### config.mk
export PLATFORM = sky130hd
export DESIGN_NAME = uart_tx_scheduler
export DESIGN_NICKNAME = d
export VERILOG_FILES = /design/src/rtl/uart_tx_scheduler.sv
export SDC_FILE = /design/constraint.sdc
export NUM_CORES = 1
export LEC_CHECK = 0
export ABC_AREA = 0
export ABC_CLOCK_PERIOD_IN_PS = 2850
export BUFFER_PORTS_ARGS = -buffer_cell sky130_fd_sc_hd__clkbuf_2
export CAP_MARGIN = 20
export CORE_ASPECT_RATIO = 0.7
export CORE_MARGIN = 3
export CORE_UTILIZATION = 50
export CTS_CLUSTER_DIAMETER = 60
export DETAILED_ROUTE_END_ITERATION = 7
export HOLD_SLACK_MARGIN = 0.06
export PLACE_DENSITY = 0.77
export SLEW_MARGIN = 20
export SYNTH_ARGS = -nofsm -noshare
export SYNTH_HDL_FRONTEND = slang
export SYNTH_SLANG_ARGS = --single-unit
### constraint.sdc
create_clock -name clk_i -period 2.85 [get_ports clk_i]
set_clock_uncertainty 0.1 [all_clocks]
set_input_delay 0.4275 -clock clk_i [delete_from_list [all_inputs] [get_ports clk_i]]
set_output_delay 0.4275 -clock clk_i [all_outputs]
set_load 0.02 [all_outputs]
### src/rtl/uart_tx_scheduler.sv
// Arbitrates two requesters onto one UART transmitter.
// Requester 0 sends bytes; requester 1 sends double-width words as two frames, LS byte first.
module uart_tx_scheduler #(
  parameter int DATA_LENGTH  = 8,
  parameter int BUSY_TIMEOUT = 4
) (
  input  logic                       clk_i,
  input  logic                       rst_i,
  input  logic                       req0_valid_i,
  input  logic [DATA_LENGTH-1:0]     req0_data_i,
  output logic                       req0_ack_o,
  input  logic                       req1_valid_i,
  input  logic [2*DATA_LENGTH-1:0]   req1_data_i,
  output logic                       req1_ack_o,
  output logic [DATA_LENGTH-1:0]     tx_p_data_o,
  output logic                       tx_data_valid_o,
  input  logic                       tx_busy_i,
  output logic                       sched_busy_o,
  output logic                       tx_err_o
);

  localparam logic [3:0] TIMEOUT_C = 4'(BUSY_TIMEOUT);

  typedef enum logic [1:0] {
    IDLE      = 2'd0,
    LOAD      = 2'd1,
    WAIT_BUSY = 2'd2,
    WAIT_DONE = 2'd3
  } state_t;

  state_t                     state_q, state_d;
  logic                       idx_q, idx_d;
  logic [3:0]                 cnt_q, cnt_d;
  logic                       rr_q, rr_d;
  logic                       src_q, src_d;
  logic [2*DATA_LENGTH-1:0]   shadow_q, shadow_d;
  logic [DATA_LENGTH-1:0]     pdata_q, pdata_d;
  logic                       ack0_q, ack0_d;
  logic                       ack1_q, ack1_d;
  logic                       valid_q, valid_d;
  logic                       busy_q, busy_d;
  logic                       err_q, err_d;

  // State and registered outputs
  always_ff @(posedge clk_i or posedge rst_i) begin
    if (rst_i) begin
      state_q  <= IDLE;
      idx_q    <= 1'b0;
      cnt_q    <= 4'd0;
      rr_q     <= 1'b1;
      src_q    <= 1'b0;
      shadow_q <= '0;
      pdata_q  <= '0;
      ack0_q   <= 1'b0;
      ack1_q   <= 1'b0;
      valid_q  <= 1'b0;
      busy_q   <= 1'b0;
      err_q    <= 1'b0;
    end else begin
      state_q  <= state_d;
      idx_q    <= idx_d;
      cnt_q    <= cnt_d;
      rr_q     <= rr_d;
      src_q    <= src_d;
      shadow_q <= shadow_d;
      pdata_q  <= pdata_d;
      ack0_q   <= ack0_d;
      ack1_q   <= ack1_d;
      valid_q  <= valid_d;
      busy_q   <= busy_d;
      err_q    <= err_d;
    end
  end

  // Next-state, arbitration and output decode
  always_comb begin
    state_d  = state_q;
    idx_d    = idx_q;
    cnt_d    = cnt_q;
    rr_d     = rr_q;
    src_d    = src_q;
    shadow_d = shadow_q;
    pdata_d  = pdata_q;
    ack0_d   = 1'b0;
    ack1_d   = 1'b0;
    valid_d  = 1'b0;
    err_d    = 1'b0;

    case (state_q)
      IDLE: begin
        if (!tx_busy_i && (req0_valid_i || req1_valid_i)) begin
          state_d = LOAD;
          idx_d   = 1'b0;
          cnt_d   = 4'd0;
          // rr_q holds the last winner; REQ0 wins a tie unless it won last time
          if (req0_valid_i && (!req1_valid_i || rr_q)) begin
            ack0_d   = 1'b1;
            src_d    = 1'b0;
            rr_d     = 1'b0;
            shadow_d = {{DATA_LENGTH{1'b0}}, req0_data_i};
          end else begin
            ack1_d   = 1'b1;
            src_d    = 1'b1;
            rr_d     = 1'b1;
            shadow_d = req1_data_i;
          end
        end else begin
          state_d = IDLE;
        end
      end
      LOAD: begin
        valid_d = 1'b1;
        cnt_d   = 4'd0;
        state_d = WAIT_BUSY;
        if (idx_q) begin
          pdata_d = shadow_q[2*DATA_LENGTH-1:DATA_LENGTH];
        end else begin
          pdata_d = shadow_q[DATA_LENGTH-1:0];
        end
      end
      WAIT_BUSY: begin
        if (tx_busy_i) begin
          state_d = WAIT_DONE;
          cnt_d   = 4'd0;
        end else if (cnt_q + 4'd1 == TIMEOUT_C) begin
          // Transmitter never started: abandon the whole request
          err_d   = 1'b1;
          cnt_d   = 4'd0;
          idx_d   = 1'b0;
          state_d = IDLE;
        end else begin
          cnt_d = cnt_q + 4'd1;
        end
      end
      WAIT_DONE: begin
        if (!tx_busy_i) begin
          if (src_q && !idx_q) begin
            idx_d   = 1'b1;
            state_d = LOAD;
          end else begin
            idx_d   = 1'b0;
            state_d = IDLE;
          end
        end else begin
          state_d = WAIT_DONE;
        end
      end
      default: begin
        state_d = IDLE;
        idx_d   = 1'b0;
        cnt_d   = 4'd0;
      end
    endcase

    busy_d = (state_d != IDLE);
  end

  assign req0_ack_o      = ack0_q;
  assign req1_ack_o      = ack1_q;
  assign tx_p_data_o     = pdata_q;
  assign tx_data_valid_o = valid_q;
  assign sched_busy_o    = busy_q;
  assign tx_err_o        = err_q;

endmodule

==> qor.txt <==
PD cells = 1030 nW/um2
Die Wd = 77.8 um
Gpl congestion = 0.846
Tightest Pin Transition = 0.599 ns
Post-synth EDFFs = 0
N_diodes = 0
Synth unique cells = 31
# DRC = 0
Die area = 4380 um2
CP max FO = 6
Vias = 1408
CP Data Arrival Time = 1.98 ns
Worst VDD drop = 0.580 mV
CP Capture Type = flop
Final net count = 261
Cts bufs inserted = 5
Post-synth ARST share = 100%
Mapped Nets = 219
PortBufs = 41
Post-CTS setup buffer count = 0
Setup violations, final = 0
Most frequent cells after synthesis = dfrtp_1, nand2_1, o21ai_0, mux2i_1, nor2_1
ANT nets after route = 0
Clock Tree Buf Depth = 2
Initial antenna violation count = 0
CTS hold repair buffers = 0
Final Cell Area = 2200 um2
R2r setup slk = 0.98 ns
Setup Total Neg Slack = 0 ns
Post-Syn Instances = 183
Syn Area/Cell = 9.87 um2
Worst-skew pair later-pin latency = 0.28 ns
Core Rows = 17
Max H-tree Level = 2
Net Sw Power = 817 uW
RSZ-0062 raised after global routing = no
Total congestion overflow = 0
Dpl cell area = 2050 um2
CP startpoint kind = flop
Max_cap viols = 0
Fraction of layout cells with a size suffix above 1 = 24.8%
#FFs+latches synth = 38
Core area = 3300 um2
Tmin final = 1.87 ns
Ports = 42
All-Layer GR Usage = 18.4%
Clk root buf = clkbuf_8
Reg power frac = 40.5%
Top post-synthesis cells by area = dfrtp_1, mux2i_1, nand2_1
Rel. slew slack = 60.1%
Mapped Area = 1810 um2
Clock power frac = 24.5%
Worst Hold Slack = 0.131 ns
P_leak = 0.00109 uW
DR vias/cell = 5.16
Total Wirelength = 3.78 mm
Die Height = 56.3 um
Sw Ratio = 36.1%
Layout Utilization = 66.6%
Synth top area share = 51.3%
Crit Path Category = reg2reg
Most frequent cell after synthesis = dfrtp_1
Share of power burned in combinational logic = 35.0%
DP HPWL = 2.82 mm
Drt initial violations = 137
Worst Path Required = 2.96 ns
Sequential-to-total area share from yosys stat = 52.7%
Pre-Repair DR Iteration Count = 4
Vias in the first global route = 1353
Max Transition Viols Final = 0
Largest net degree at the start of global routing = 39
Outcome = completed
CTS tree = done
Hold Vio Cnt, Final = 0
WL per Instance = 13.8 um
Hold Crit Class = in2async
Initial Util = 54.8%
Post-synth top area cell = dfrtp_1
Ys flop type = dfrtp_1
First-pass GRT wire length = 6.28 mm
Area grow syn2layout = 21.7%
Resized Gates After CTS = 0
FMAX = 0.535 GHz
Clock slew at reported path FFs = 0.08 ns
Tcrit/Tclk final = 65.6%
Clk sinks = 38
Internal power = 1450 uW
Syn. warnings = 0
[power groups by stage]
stage	clock network [uW]	registers [uW]	logic, uW
finish	555	917	791
global route	590	945	892
CTS	565	915	792
detailed placement	0	925	787
global placement	0	910	766
floorplan	0	972	490
[layer usage]
layer,wire [um],track usage (%),up-vias
li1,-,-,705
met1,1940,28.1,664
met2,1600,25.9,37
met3,224,4.49,2
met4,21,4.57,0
met5,0,0,-
[cell type report]
type,instances,area [um2]
timing repair buffer,44,228
fill,268,1100
clock buffer,6,82.6
tap,47,58.8
sequential,38,952
inverter,10,37.5
multi-input combinational,126,778
clock inverter,2,60.1
[kinds of logic (layout without fill, tap and decap cells)]
logic type	Yosys count	count (layout)	synth area share [%]
compound gates	45	45	14.8
xor+xnor	1	1	0.485
fa+ha+maj	7	7	4.85
buf+inv	19	62	4.16
flops	38	38	52.7
mux	17	17	9.42
simple gates	56	56	13.6
[flip-flops by register name, summed over array words and instances, names as in the netlist]
register	cells
cnt_q	4
idx_q	1
req0_ack_o	1
req1_ack_o	1
rr_q	1
sched_busy_o	1
shadow_q	16
src_q	1
state_q	2
tx_data_valid_o	1
tx_err_o	1
tx_p_data_o	8
[through the flow]
| stage | setup WS (ns) | instances | total power (uW) |
|---|---|---|---|
| final | 0.979 | 273 | 2260 |
| after global routing | 0.798 | 273 | 2430 |
| after floorplan | 1.17 | 183 | 1460 |
| after detailed placement | 0.974 | 265 | 1710 |
| after global placement | 1.03 | 265 | 1680 |
| after CTS | 0.982 | 273 | 2270 |
[path summary, 6_finish.rpt]
path / start / end / cells after the start
setup / recovery: cnt_q[0]$_DFFE_PP0P_ / idx_q$_DFFE_PP0P_ / 6
hold / removal: rst_i / tx_p_data_o[6]$_DFFE_PP0P_ / 3
setup reg to reg: cnt_q[0]$_DFFE_PP0P_ / idx_q$_DFFE_PP0P_ / 6
hold reg to reg: rr_q$_DFFE_PP1P_ / rr_q$_DFFE_PP1P_ / 2
max in group asynchronous: rst_i / rr_q$_DFFE_PP1P_ / 3
min in group clk_i: req1_data_i[9] / shadow_q[9]$_DFFE_PP0P_ / 3
[layout by cell type (no fill, tap or decap), drive strengths merged, types with 2 or more instances in the layout]
| master | count |
|---|---|
| o22ai | 2 |
| nand2 | 30 |
| ha | 7 |
| dfrtp | 37 |
| bufinv | 2 |
| o21ai | 22 |
| buf | 3 |
| nand3 | 3 |
| a21oi | 11 |
| clkbuf | 47 |
| nor2b | 3 |
| inv | 10 |
| mux2i | 17 |
| nor2 | 14 |
| nand2b | 2 |
[worst max-delay path: stages (launching register included)]
cell and delay [ns]:
dfrtp_1 0.44, ha_1 0.24, nand2b_4 0.06, nor3b_1 0.24
a41oi_2 0.12, a211oi_1 0.36, mux2i_1 0.21
Power figures use the tool's default switching activity.
